### src/rtl/prbs_checker_galois.sv
// ---------------------------------------------------------------------------
// prbs_checker_galois
//
// Receive-side checker for a Galois LFSR pattern generator. It watches a
// parallel word stream and self-synchronises to the LFSR sequence by checking
// that consecutive words follow the step function. Once it has seen enough
// consecutive good steps, it tracks the stream with a free-running reference.
// While locked it counts word errors and bit errors, and it drops lock after
// a run of consecutive mismatching words.
//
// Step function: nxt(q) = (q >> 1) ^ (q[0] ? POLY : 0)
//
// Ports
//   clk_i          clock
//   rst_n_i        synchronous reset, active-low
//   vld_i          dat_i carries a valid sample this cycle
//   dat_i          received word
//   clr_i          synchronous clear of both error counters
//   lock_o         checker is in the LOCKED state
//   err_o          1-cycle pulse: previous valid word mismatched while LOCKED
//   err_cnt_o      mismatching words seen while LOCKED (saturating)
//   bit_err_cnt_o  mismatching bits seen while LOCKED (saturating)
// ---------------------------------------------------------------------------
module prbs_checker_galois #(
  parameter int                    DATA_WIDTH = 32,
  parameter logic [DATA_WIDTH-1:0] POLY       = 32'h8020_0003,
  parameter int                    LOCK_CNT   = 4,
  parameter int                    LOSS_CNT   = 4,
  parameter int                    CNT_WIDTH  = 32
) (
  input  logic                  clk_i,
  input  logic                  rst_n_i,
  input  logic                  vld_i,
  input  logic [DATA_WIDTH-1:0] dat_i,
  input  logic                  clr_i,
  output logic                  lock_o,
  output logic                  err_o,
  output logic [CNT_WIDTH-1:0]  err_cnt_o,
  output logic [CNT_WIDTH-1:0]  bit_err_cnt_o
);

  // Width of a popcount over one data word.
  localparam int PW = $clog2(DATA_WIDTH + 1);
  // Widths of the lock / loss run-length counters.
  localparam int MW = (LOCK_CNT > 1) ? $clog2(LOCK_CNT + 1) : 1;
  localparam int LW = (LOSS_CNT > 1) ? $clog2(LOSS_CNT + 1) : 1;
  // Width used for the saturating bit-error addition: wide enough to hold
  // either operand plus a carry, so an overflow can be detected rather than
  // silently wrapping.
  localparam int SW = ((CNT_WIDTH > PW) ? CNT_WIDTH : PW) + 1;

  localparam logic [CNT_WIDTH-1:0] CNT_MAX = {CNT_WIDTH{1'b1}};

  localparam logic [MW-1:0] MATCH_LAST = MW'(LOCK_CNT - 1);
  localparam logic [LW-1:0] MISS_LAST  = LW'(LOSS_CNT - 1);

  // Checker states.
  localparam logic [0:0] ST_UNLOCKED = 1'b0;
  localparam logic [0:0] ST_LOCKED   = 1'b1;

  // -------------------------------------------------------------------------
  // Helpers
  // -------------------------------------------------------------------------
  function automatic logic [DATA_WIDTH-1:0] nxt(input logic [DATA_WIDTH-1:0] q);
    nxt = (q >> 1) ^ (q[0] ? POLY : '0);
  endfunction

  // -------------------------------------------------------------------------
  // State registers
  // -------------------------------------------------------------------------
  logic [0:0]            state_reg,     state_next;
  logic [DATA_WIDTH-1:0] prev_reg,      prev_next;
  logic                  have_prev_reg, have_prev_next;
  logic [MW-1:0]         match_reg,     match_next;
  logic [LW-1:0]         miss_reg,      miss_next;
  logic [DATA_WIDTH-1:0] ref_reg,       ref_next;
  logic                  err_reg,       err_next;
  logic [CNT_WIDTH-1:0]  err_cnt_reg,   err_cnt_next;
  logic [CNT_WIDTH-1:0]  bit_cnt_reg,   bit_cnt_next;

  // -------------------------------------------------------------------------
  // Datapath: comparison against the expected word and error popcount
  // -------------------------------------------------------------------------
  logic                  seq_hit;     // dat_i is a valid next step of prev (acquisition)
  logic [DATA_WIDTH-1:0] diff;        // bitwise difference against the reference
  logic                  ref_miss;    // dat_i differs from the reference
  logic [PW-1:0]         diff_pop;    // number of differing bits
  logic [SW-1:0]         bit_sum;     // widened bit-counter sum for saturation
  logic [CNT_WIDTH-1:0]  err_cnt_inc; // saturating word-error increment
  logic [CNT_WIDTH-1:0]  bit_cnt_add; // saturating bit-error accumulation

  // An all-zero word is the LFSR lock-up state, so it never counts as a
  // sequence step even though nxt(0) == 0.
  assign seq_hit  = have_prev_reg && (dat_i != '0) && (dat_i == nxt(prev_reg));
  assign diff     = dat_i ^ ref_reg;
  assign ref_miss = (diff != '0);

  // Popcount as a running sum over per-bit terms.
  logic [PW-1:0] pop_acc [DATA_WIDTH+1];
  assign pop_acc[0] = '0;
  generate
    for (genvar gi = 0; gi < DATA_WIDTH; gi++) begin : g_pop
      assign pop_acc[gi+1] = pop_acc[gi] + PW'(diff[gi]);
    end
  endgenerate
  assign diff_pop = pop_acc[DATA_WIDTH];

  assign err_cnt_inc = (err_cnt_reg == CNT_MAX) ? CNT_MAX
                                                : err_cnt_reg + CNT_WIDTH'(1);
  assign bit_sum     = SW'(bit_cnt_reg) + SW'(diff_pop);
  assign bit_cnt_add = (bit_sum > SW'(CNT_MAX)) ? CNT_MAX
                                                : bit_sum[CNT_WIDTH-1:0];

  // -------------------------------------------------------------------------
  // Next-state logic
  // -------------------------------------------------------------------------
  always_comb begin
    state_next     = state_reg;
    prev_next      = prev_reg;
    have_prev_next = have_prev_reg;
    match_next     = match_reg;
    miss_next      = miss_reg;
    ref_next       = ref_reg;
    err_next       = 1'b0;
    err_cnt_next   = err_cnt_reg;
    bit_cnt_next   = bit_cnt_reg;

    if (vld_i) begin
      case (state_reg)
        ST_UNLOCKED: begin
          prev_next      = dat_i;
          have_prev_next = 1'b1;
          if (seq_hit && (match_reg == MATCH_LAST)) begin
            // Enough consecutive steps seen; start the free-running
            // reference at the word expected after this one.
            state_next = ST_LOCKED;
            ref_next   = nxt(dat_i);
            miss_next  = '0;
            match_next = '0;
          end else if (seq_hit) begin
            match_next = match_reg + MW'(1);
          end else begin
            match_next = '0;
          end
        end

        ST_LOCKED: begin
          // The reference always advances, so one corrupted word costs
          // exactly one error instead of derailing the comparison.
          ref_next = nxt(ref_reg);
          if (!ref_miss) begin
            miss_next = '0;
          end else begin
            err_next     = 1'b1;
            err_cnt_next = err_cnt_inc;
            bit_cnt_next = bit_cnt_add;
            if (miss_reg == MISS_LAST) begin
              // Sustained mismatch: restart acquisition, seeding it with
              // the current word so the next word can already be a step.
              state_next     = ST_UNLOCKED;
              match_next     = '0;
              miss_next      = '0;
              prev_next      = dat_i;
              have_prev_next = 1'b1;
            end else begin
              miss_next = miss_reg + LW'(1);
            end
          end
        end

        default: begin
          state_next = ST_UNLOCKED;
        end
      endcase
    end

    // Clear wins over a coincident error; err_o still reports it.
    if (clr_i) begin
      err_cnt_next = '0;
      bit_cnt_next = '0;
    end
  end

  // -------------------------------------------------------------------------
  // Registers
  // -------------------------------------------------------------------------
  always_ff @(posedge clk_i) begin
    if (!rst_n_i) begin
      state_reg     <= ST_UNLOCKED;
      prev_reg      <= '0;
      have_prev_reg <= 1'b0;
      match_reg     <= '0;
      miss_reg      <= '0;
      ref_reg       <= '0;
      err_reg       <= 1'b0;
      err_cnt_reg   <= '0;
      bit_cnt_reg   <= '0;
    end else begin
      state_reg     <= state_next;
      prev_reg      <= prev_next;
      have_prev_reg <= have_prev_next;
      match_reg     <= match_next;
      miss_reg      <= miss_next;
      ref_reg       <= ref_next;
      err_reg       <= err_next;
      err_cnt_reg   <= err_cnt_next;
      bit_cnt_reg   <= bit_cnt_next;
    end
  end

  // lock_o is a direct decode of the state register, so it changes in the
  // same cycle as the state.
  assign lock_o        = (state_reg == ST_LOCKED);
  assign err_o         = err_reg;
  assign err_cnt_o     = err_cnt_reg;
  assign bit_err_cnt_o = bit_cnt_reg;

endmodule
### config.mk
export PLATFORM = sky130hd
export DESIGN_NAME = prbs_checker_galois
export DESIGN_NICKNAME = d
export VERILOG_FILES = /design/src/rtl/prbs_checker_galois.sv
export SDC_FILE = /design/constraint.sdc
export NUM_CORES = 1
export LEC_CHECK = 0
export ABC_AREA = 1
export CORE_UTILIZATION = 62
export CTS_BUF_LIST = sky130_fd_sc_hd__clkbuf_8
export DETAILED_ROUTE_END_ITERATION = 7
export GPL_TIMING_DRIVEN = 1
export HOLD_SLACK_MARGIN = 0.1
export MAX_ROUTING_LAYER = met4
export PLACE_DENSITY = 0.87
export SLEW_MARGIN = 20
export SYNTH_ARGS = -nofsm -noshare
export SYNTH_HDL_FRONTEND = slang
export SYNTH_SLANG_ARGS = --single-unit
### constraint.sdc
create_clock -name clk_i -period 20.6 [get_ports clk_i]
set_clock_uncertainty 0.1 [all_clocks]
set_input_delay 4.12 -clock clk_i [delete_from_list [all_inputs] [get_ports clk_i]]
set_output_delay 4.12 -clock clk_i [all_outputs]
set_load 0.005 [all_outputs]
==> results of run 1 <==
## layout by cell type (no fill, tap or decap), drive strengths merged, types with 2 or more instances in the layout
cell type / netlist / layout
ha: 20 / 20
nand4: 20 / 20
dfxtp: 137 / 137
a21oi: 77 / 77
nand2: 420 / 420
buf: 20 / 8
clkbuf: 31 / 19
inv: 201 / 206
nor4: 4 / 4
nor3: 27 / 27
o21ai: 137 / 137
xor2: 38 / 38
clkdlybuf4s50: 0 / 100
nor2: 166 / 166
o22ai: 2 / 2
nand3: 43 / 43
a31oi: 29 / 29
clkinv: 0 / 6
fa: 26 / 26
xnor2: 25 / 25
## logic make-up after synthesis
kind of cell    count (synthesis)
simple gates                  682
buf+inv                       252
compound gates                250
fa+ha+maj                      46
flops                         137
xor+xnor                       63
## layout make-up
type	instances	area (µm²)	share of cell area [%]
multi-input combinational	1041	5390	51.2
sequential	137	2740	26.1
timing repair buffer	108	1060	10.1
inverter	201	754	7.17
clock buffer	19	262	2.48
tap	180	225	2.14
clock inverter	13	90.1	0.856
## per-stage QoR
| stage | util, % | setup slack, ns | cells | hold WS [ns] | area, µm² |
|---|---|---|---|---|---|
| CTS | 74.4 | 10.40 | 1699 | 0.366 | 10500 |
| finish | 74.4 | 10.38 | 1699 | 0.370 | 10500 |
| global route | 74.4 | 9.99 | 1699 | 0.378 | 10500 |
| floorplan | - | 11.28 | 1430 | 0.334 | 9130 |
| detailed placement | 71.9 | 9.91 | 1667 | 0.355 | 10200 |
| global placement | 71.9 | 10.07 | 1667 | 0.350 | 10200 |
## per-layer routing
layer,vias up,wire length [µm],track usage (%)
met5,-,0,-
met4,0,875,14.8
met3,58,1660,6.37
met2,378,11400,55.1
met1,4261,10800,43.2
li1,4662,-,-
## power by group
group / total (mW) / switching [mW] / internal, mW
logic: 0.405 / 0.239 / 0.166
clock network: 0.204 / 0.106 / 0.0984
registers: 0.284 / 0.00834 / 0.275
## worst max path at each step
stage                          from                 to  slack, ns  cells past startpoint
final                      dat_i[0]   bit_err_cnt_o[5]      10.38                     23
after global routing       dat_i[0]  bit_err_cnt_o[19]       9.99                     23
after CTS                  dat_i[0]   bit_err_cnt_o[5]      10.40                     23
after detailed placement   dat_i[0]   bit_err_cnt_o[5]       9.91                     23
after global placement     dat_i[0]  bit_err_cnt_o[29]      10.07                     25
after floorplan           dat_i[10]  bit_err_cnt_o[14]      11.28                     25
## Yosys cell counts
master	count	share of area, %
nand2_1	406	17
inv_1	196	8.1
nor2_1	165	6.8
dfxtp_1	137	30
o21ai_0	133	7.3
a21oi_1	77	4.2
nand3_1	41	2.2
xor2_1	38	3.6
clkbuf_1	30	1.2
a31oi_1	29	2.0
nor3_1	27	1.5
fa_1	26	5.7
xnor2_1	25	2.4
ha_1	20	2.7
nand4_1	20	1.4
buf_2	14	0.77
nand2_2	14	0.96
inv_2	5	0.21
buf_6	4	0.49
nor4_1	4	0.27
o21ai_1	4	0.22
buf_4	2	0.16
nand3_2	2	0.22
o22ai_1	2	0.14
a21boi_0	1	0.082
a31o_2	1	0.096
and2_1	1	0.069
clkbuf_2	1	0.055
nor2_2	1	0.069
nor4b_1	1	0.096
o21a_1	1	0.082
o21bai_1	1	0.082
o31ai_1	1	0.082
## critical path: cells and delay by family
family | cells | cell delay [ns]
AOI/OAI and AO/OA | 1 | 0.21
adders and majority gates | 8 | 3.66
buffers and inverters | 6 | 1.31
and+or+nand+nor | 8 | 1.22
==> results.txt, run 1 <==
type of origin of the critical path: primary input
clock sink count: 137
antenna violations before repair: 0
DRT Pass-1 Iters: 7
outcome: complete, no violations
insertion delay of the later-clocked pin in the worst-skew pair: 0.47 ns
Worst-Margin Slew: 0.937 ns
CP arrival: 10.51 ns
Floorplan Core Area: 14100 µm²
reg-to-reg slack, setup: 14.12 ns
kind of end point of the critical path: flop
number of hold buffers added after cts: 0
synthesis-stage register bit count: 137
WL per Instance: 14.6 µm
HPWL after detailed placement: 18.1 mm
Final GP Congestion: 1.01
via density per instance: 5.51
TritonCTS clock tree: built
root buffer cell: clkbuf_8
unrepaired setup endpoints after global routing: no
series of cell instances along the critical path: clkdlybuf4s50_1 > inv_2 > nand2_1 > nand2_1 > fa_1 > fa_1 > fa_1 > inv_1 > fa_1 > fa_1 > fa_1 > fa_1 > inv_1 > fa_1 > inv_1 > nand3_1 > nand2_1 > nand2_1 > nand3_1 > and2_1 > nand4_1 > buf_4 > a31oi_1
Die X: 123 µm
io pins: 102
input/output buffers: 101
maximum number of pins on one net before global-route repair: 70
number of violations reported at the end of detailed-routing iteration 0: 699
upper clock frequency limit: 97.8 MHz
grt total ovfl: 0
highest ir drop seen on vdd: 0.000105 V
starting density of the core: 64.6%
layout cells sized above 1: 3.95%
slowest stage delay, CP: 0.63 ns
number of remaining DRC errors: 0
max-capacitance violation count: 0
H-tree levels: 4
vertical extent of the die: 123 µm
Synth Net Count: 1512
beginning of the worst register-to-register path: ref_reg[0]
Synth Area per Inst: 6.39 µm²
overall via count from detail_route: 9359
clock period minus worst slack: 10.22 ns
via count of the first global-routing pass: 8308
P&R area growth vs syn: 15.2%
leakage power: 4.59 nW
number of fill cells: 1225
number of distinct standard cells referenced by the synthesized netlist: 33
number of setup buffers added after CTS: 0
portion of the post-synthesis area used by sequential elements: 30.0%
Worst Hold Class: flop to flop
most common cell type on the critical path: fa_1
origin of the worst min-delay path: have_prev_reg
classification of the worst setup path: primary input to flop
required time of the critical path: 20.88 ns
cell area after technology mapping: 9130 µm²
Tcrit/Tclk final: 49.6%
dominant combinational cell family by area after synthesis: simple AND/OR/NAND/NOR gates
synth warn: 0
final hold vios: 0
post-cts sizing count: 0
reg-to-reg endpoint: bit_err_cnt_o[5]
total chip power: 892 µW
relative slew slack: 37.5%
first-pass GRT wire length: 39.8 mm
PD cells: 84.8 nW/µm²
share of the synthesized area in compound gates (AO/OA/AOI/OAI): 14.3%
critical-path maximum fanout: 18
accumulated negative setup slack: 0 ns
depth of the worst register-to-register path: 22
total setup violations reported at the end of the flow: 0
fraction of synthesized area in multiplexers: 0%
number of diodes: 0
antenna-violating nets left: 0
area fraction in and, or, nand and nor cells after synthesis: 30.2%
clock buffer count from CTS: 17
number of max-slew violations in the final report: 0
GRT Resource Usage Total: 34.7%
Post-Synth XOR/XNOR Area: 6.04%
Synth Area in Adders: 8.44%
number of nets in the final layout: 1588
instance count of the mapped netlist: 1430
total number of placement rows: 43
Worst path slowest cell: clkdlybuf4s50_1
sum of routed wire length over all layers: 24.8 mm
Die Footprint: 15200 µm²
Hold Path End: have_prev_reg
Clock Tree Buf Depth: 2
clock-pin slew on the worst setup and hold paths: 0.08 ns
Cells on Worst Hold Path: 2
Note: power is estimated with default switching activity, not from simulation.
==> run 2: changes to the inputs <==
--- a/config.mk
+++ b/config.mk
@@ -6,13 +6,13 @@
 export NUM_CORES = 1
 export LEC_CHECK = 0
 export ABC_AREA = 1
-export CORE_UTILIZATION = 62
+export CORE_UTILIZATION = 59
 export CTS_BUF_LIST = sky130_fd_sc_hd__clkbuf_8
 export DETAILED_ROUTE_END_ITERATION = 7
 export GPL_TIMING_DRIVEN = 1
 export HOLD_SLACK_MARGIN = 0.1
 export MAX_ROUTING_LAYER = met4
-export PLACE_DENSITY = 0.87
+export PLACE_DENSITY = 0.83
 export SLEW_MARGIN = 20
 export SYNTH_ARGS = -nofsm -noshare
 export SYNTH_HDL_FRONTEND = slang
==> constraint.sdc (replaced) <==
create_clock -name clk_i -period 10.1 [get_ports clk_i]
set_clock_uncertainty 0.1 [all_clocks]
set_input_delay 2.02 -clock clk_i [delete_from_list [all_inputs] [get_ports clk_i]]
set_output_delay 2.02 -clock clk_i [all_outputs]
set_load 0.005 [all_outputs]
==> results.txt, run 2 (same netlist as run 1, synthesis figures left out) <==
outcome: complete, no violations
vertical extent of the die: 126 µm (+2.5%)
Final GP Congestion: 1.01 (-0.34%)
Tcrit/Tclk final: 79.8%
critical-path maximum fanout: 20 (+2)
number of remaining DRC errors: 0 (unchanged)
total number of placement rows: 45 (+4.7%)
via count of the first global-routing pass: 8416 (+1.3%)
Worst-Margin Slew: 0.966 ns (+0.0293 ns)
clock buffer count from CTS: 17 (unchanged)
met2 WL: 11.1 mm (-2.6%)
post-cts sizing count: 0 (unchanged)
number of hold buffers added after cts: 0 (unchanged)
unrepaired setup endpoints after global routing: no
Clock Tree Buf Depth: 2 (unchanged)
GRT Resource Usage Total: 32.9% (-1.8 points)
commonest non-fill, non-tap cell in the layout: nand2_1
clock period minus worst slack: 8.06 ns
Floorplan Core Area: 15100 µm² (+7.0%)
leakage power: 4.58 nW (about the same)
antenna-violating nets left: 0 (unchanged)
accumulated negative setup slack: 0 ns (unchanged)
highest ir drop seen on vdd: 0.000165 V (+57%)
P&R area growth vs syn: 15.2% (about the same)
kind of end point of the critical path: flop
number of setup buffers added after CTS: 0 (unchanged)
via density per instance: 5.43 (-1.4%)
PD cells: 173 nW/µm² (+100%)
maximum number of pins on one net before global-route repair: 71 (+1.4%)
number of diodes: 0 (unchanged)
CP arrival: 8.33 ns (-2.18 ns)
Worst Hold Class: flop to flop
input/output buffers: 101 (unchanged)
antenna violations before repair: 0 (unchanged)
uppermost layer routed: met4
insertion delay of the later-clocked pin in the worst-skew pair: 0.46 ns (about the same)
DRT Pass-1 Iters: 6 (-1)
type of origin of the critical path: primary input
Die Footprint: 16000 µm² (+5.0%)
clock-pin slew on the worst setup and hold paths: 0.07 ns (about the same)
io pins: 102 (unchanged)
root buffer cell: clkbuf_8
sum of routed wire length over all layers: 24.6 mm (-0.61%)
upper clock frequency limit: 124 MHz
DRT met1 WL: 11.0 mm (+1.9%)
relative slew slack: 35.5% (-2.0 points)
first-pass GRT wire length: 40.9 mm (+2.8%)
met3 WL: 1.57 mm (-5.7%)
most frequent cells in the layout: 406 x nand2_1, 202 x inv_1, 164 x nor2_1
starting density of the core: 60.3% (-4.2 points)
max-capacitance violation count: 0 (unchanged)
TritonCTS clock tree: built
area occupied by registers: 2740 µm² (unchanged)
number of nets in the final layout: 1588 (unchanged)
area of the multi-input gates: 5390 µm² (unchanged)
WL per Instance: 14.4 µm (-1.1%)
required time of the critical path: 10.37 ns (-10.51 ns)
number of violations reported at the end of detailed-routing iteration 0: 858 (+23%)
final hold vios: 0 (unchanged)
grt total ovfl: 0 (unchanged)
number of max-slew violations in the final report: 0 (unchanged)
classification of the worst setup path: primary input to flop
layout cells sized above 1: 3.88% (-0.066 points)
overall via count from detail_route: 9272 (-0.93%)
total setup violations reported at the end of the flow: 0 (unchanged)
total chip power: 1.82 mW (+100%)
number of fill cells: 1386 (+13%)
H-tree levels: 4 (unchanged)
HPWL after detailed placement: 17.9 mm (-0.81%)
clock sink count: 137 (unchanged)
Die X: 126 µm (+2.5%)
## run 2: layer usage
| layer | global-route usage [%] | vias up |
|---|---|---|
| li1 | - | 4652 |
| met1 | 42.3 | 4217 |
| met2 | 50.5 | 332 |
| met3 | 6.45 | 71 |
| met4 | 14.1 | 0 |
| met5 | - | - |
## run 2: cell type report
type | count | share of cell area (%)
well taps | 188 | 2.24
clock inverters | 12 | 0.606
flip-flops and latches | 137 | 26.1
multi-input cells | 1041 | 51.2
inverters | 201 | 7.17
clock buffers | 20 | 2.62
repair buffers | 108 | 10.1
## run 2: worst max-delay path, cell delays in order
cell and delay, ns:
clkdlybuf4s50_1 0.63, inv_2 0.10, nand2_1 0.08, nand2_1 0.09
fa_1 0.56, fa_1 0.45, fa_1 0.51, inv_1 0.05
fa_1 0.53, fa_1 0.46, fa_1 0.52, fa_1 0.22
inv_1 0.07, fa_1 0.41, inv_1 0.07, nand3_1 0.06
nand2_1 0.12, nand2_1 0.06, nand3_1 0.13, and2_1 0.22
nand4_1 0.37, buf_4 0.37, a31oi_1 0.21
## run 2: worst paths after layout
check | start | end | slack (ns) | cells past startpoint
setup / recovery | dat_i[0] | bit_err_cnt_o[24] | 2.04 | 23
hold / removal | miss_reg[1] | miss_reg[1] | 0.37 | 2
setup reg to reg | ref_reg[0] | bit_err_cnt_o[24] | 3.70 | 22
hold reg to reg | miss_reg[1] | miss_reg[1] | 0.37 | 2
## run 2: through the flow
stage | cell area [µm²] | hold slack [ns] | setup WS [ns] | instances | util (%)
global placement | 10200 | 0.354 | 1.78 | 1675 | 67.2
floorplan | 9130 | 0.334 | 2.88 | 1430 | -
global route | 10500 | 0.398 | 1.66 | 1707 | 69.5
finish | 10500 | 0.372 | 2.04 | 1707 | 69.5
detailed placement | 10200 | 0.359 | 1.66 | 1675 | 67.2
CTS | 10500 | 0.370 | 2.07 | 1707 | 69.5
## run 2: report_power, final
| group | switching [mW] | internal [mW] |
|---|---|---|
| logic | 0.505 | 0.340 |
| clock network | 0.217 | 0.184 |
| registers | 0.0168 | 0.561 |
==> run 3: changes to the inputs <==
--- a/config.mk
+++ b/config.mk
@@ -6,13 +6,13 @@
 export NUM_CORES = 1
 export LEC_CHECK = 0
 export ABC_AREA = 1
-export CORE_UTILIZATION = 59
+export CORE_UTILIZATION = 53
 export CTS_BUF_LIST = sky130_fd_sc_hd__clkbuf_8
 export DETAILED_ROUTE_END_ITERATION = 7
 export GPL_TIMING_DRIVEN = 1
 export HOLD_SLACK_MARGIN = 0.1
 export MAX_ROUTING_LAYER = met4
-export PLACE_DENSITY = 0.83
+export PLACE_DENSITY = 0.79
 export SLEW_MARGIN = 20
 export SYNTH_ARGS = -nofsm -noshare
 export SYNTH_HDL_FRONTEND = slang
==> constraint.sdc (replaced) <==
create_clock -name clk_i -period 6.58 [get_ports clk_i]
set_clock_uncertainty 0.1 [all_clocks]
set_input_delay 1.316 -clock clk_i [delete_from_list [all_inputs] [get_ports clk_i]]
set_output_delay 1.316 -clock clk_i [all_outputs]
set_load 0.005 [all_outputs]
==> results.txt, run 3 (same netlist as run 1, synthesis figures left out) <==
area occupied by registers: 2740 µm² (unchanged)
antenna violations before repair: 0 (unchanged)
layout cells sized above 1: 9.12% (+5.2 points)
io pins: 102 (unchanged)
most frequent cells in the layout: 402 x nand2_1, 195 x inv_1, 164 x nor2_1
clock buffer count from CTS: 17 (unchanged)
input/output buffers: 101 (unchanged)
number of remaining DRC errors: 0 (unchanged)
number of nets in the final layout: 1648 (+3.8%)
Final GP Congestion: 0.961 (-4.5%)
CP arrival: 6.68 ns (-1.65 ns)
Buf/Inv on CP: 7 (+1)
vertical extent of the die: 133 µm (+5.4%)
accumulated negative setup slack: 0 ns (unchanged)
root buffer cell: clkbuf_8
highest ir drop seen on vdd: 0.000304 V (+84%)
upper clock frequency limit: 157 MHz
slowest stage delay, CP: 0.54 ns (-0.09 ns)
Tcrit/Tclk final: 96.8%
instance area after placement: 10600 µm² (+4.2%)
Die X: 133 µm (+5.4%)
clock sink count: 137 (unchanged)
via count of the first global-routing pass: 8725 (+3.7%)
series of cell instances along the critical path: clkdlybuf4s15_1 > inv_1 > nand2_1 > nand2_1 > fa_1 > fa_1 > fa_1 > inv_1 > fa_1 > fa_1 > fa_1 > fa_2 > inv_1 > fa_2 > inv_1 > nand3_1 > nand2_1 > nand2_1 > nand3_2 > and2_4 > nand4_1 > buf_4 > buf_2 > a31oi_1
switch share: 38.0% (-2.5 points)
commonest non-fill, non-tap cell in the layout: nand2_1
critical-path maximum fanout: 5 (-75%)
Int Pwr: 2.00 mW (+84%)
Gate power share: 50.8% (+4.4 points)
maximum number of pins on one net before global-route repair: 70 (-1.4%)
Die Footprint: 17800 µm² (+11%)
required time of the critical path: 6.89 ns (-3.48 ns)
number of fill cells: 1497 (+8.0%)
Worst Hold Class: flop to flop
total setup violations reported at the end of the flow: 0 (unchanged)
classification of the worst setup path: primary input to flop
TritonCTS clock tree: built
via density per instance: 5.21 (-4.1%)
most common cell type on the critical path: fa_1
number of diodes: 0 (unchanged)
Worst-Margin Slew: 0.942 ns (-0.0237 ns)
cell family contributing the most delay on the critical path: adder cells
WL per Instance: 14.4 µm (about the same)
number of violations reported at the end of detailed-routing iteration 0: 779 (-9.2%)
PD cells: 289 nW/µm² (+67%)
Post-Place Worst Slack: -0.710 ns (-2.37 ns)
final hold slack: 0.365 ns (-0.00790 ns)
P&R area growth vs syn: 22.2%
Floorplan Core Area: 16700 µm² (+10%)
grt total ovfl: 0 (unchanged)
Worst path slowest cell: fa_1
register share of total power: 27.5% (-4.2 points)
type of origin of the critical path: primary input
number of max-slew violations in the final report: 0 (unchanged)
number of hold buffers added after cts: 0 (unchanged)
H-tree levels: 4 (unchanged)
Setup WS post-layout: 0.208 ns (-1.83 ns)
starting density of the core: 54.7% (-5.6 points)
sum of routed wire length over all layers: 26.0 mm (+5.5%)
DRT Pass-1 Iters: 5 (-1)
HPWL after detailed placement: 18.8 mm (+4.6%)
leakage power: 4.99 nW (+8.9%)
area of all placed cells without fillers: 11200 µm² (+6.0%)
final hold vios: 0 (unchanged)
GRT Resource Usage Total: 30.6% (-2.3 points)
Clock Tree Buf Depth: 2 (unchanged)
area of the multi-input gates: 5470 µm² (+1.4%)
first-pass GRT wire length: 42.4 mm (+3.7%)
overall via count from detail_route: 9368 (+1.0%)
antenna-violating nets left: 0 (unchanged)
total number of placement rows: 47 (+4.4%)
insertion delay of the later-clocked pin in the worst-skew pair: 0.48 ns (+0.02 ns)
clock network fraction of design power: 21.8% (-0.2 points)
relative slew slack: 37.1% (+1.6 points)
kind of end point of the critical path: flop
clock-pin slew on the worst setup and hold paths: 0.08 ns (about the same)
Psw: 1.23 mW (+66%)
outcome: complete, no violations
clock period minus worst slack: 6.37 ns
max-capacitance violation count: 0 (unchanged)
run 3: cell types whose count changed in the layout (fill, tap and decap cells not counted), moves of 4 or more:
cell,delta
buf_4,+55
clkdlybuf4s50_1,-14
dlymetal6s2s_1,+11
inv_1,-7
nand2_1,-4
nand2_2,+4
xnor2_1,-4
xnor2_2,+4
run 3: cell type report:
type                       count  area share [%]
sequential                   137            24.6
tap                          220            2.47
inverter                     201            6.76
multi-input combinational   1041            49.0
clock inverter                15            1.37
timing repair buffer         168            13.7
clock buffer                  17            2.10
run 3: final timing paths:
kind / start / to / cells after the start / slack [ns]
setup / recovery: dat_i[2] / bit_err_cnt_o[28] / 24 / 0.21
hold reg to reg: prev_reg[13] / prev_reg[13] / 2 / 0.36
hold / removal: prev_reg[13] / prev_reg[13] / 2 / 0.36
setup reg to reg: ref_reg[0] / bit_err_cnt_o[28] / 23 / 0.73
run 3: through the flow:
step	power [mW]	utilization [%]	std cells
6_report	3.23	66.8	1799
4_1_cts	3.18	66.3	1796
3_5_place_dp	2.41	63.6	1759
2_1_floorplan	1.83	-	1430
5_1_grt	3.48	66.8	1799
3_3_place_gp	2.38	63.6	1759
run 3: worst register-to-register path: stages (launching register included):
cell	delay (ns)
dfxtp_1	0.47
inv_1	0.15
nand2_1	0.08
nand2_1	0.10
fa_1	0.57
fa_1	0.47
fa_1	0.52
inv_1	0.05
fa_1	0.46
fa_1	0.52
fa_1	0.54
fa_2	0.23
inv_1	0.07
fa_2	0.37
inv_1	0.06
nand3_1	0.06
nand2_1	0.08
nand2_1	0.07
nand3_2	0.07
and2_4	0.16
nand4_1	0.11
buf_4	0.19
buf_2	0.15
a31oi_1	0.15
run 3: repair_timing:
item                       CTS  global route
resized for setup           13            29
setup endpoints to repair   32            32
hold endpoints to repair     0             0
setup buffers                3             3
pin swaps                    6            12
gates cloned                 2             0
run 3: routing by layer:
metal  part of all wire [%]  global-route usage, %  vias to the layer above  wire [µm]
met2                     47                   48.8                      289      12300
met1                     44                   38.8                     4266      11500
li1                       -                      -                     4766          -
met4                    2.3                   11.0                        0        588
met5                      0                      -                        -          0
met3                    6.0                   5.33                       47       1570
run 3: power groups by stage:
stage               Sequential [mW]  Combinational [mW]  Clock, mW
finish                        0.887                1.64      0.704
global route                  0.891                1.84      0.743
CTS                           0.886                1.59      0.710
detailed placement            0.905                1.51          0
global placement              0.904                1.48          0
floorplan                     0.899               0.931          0
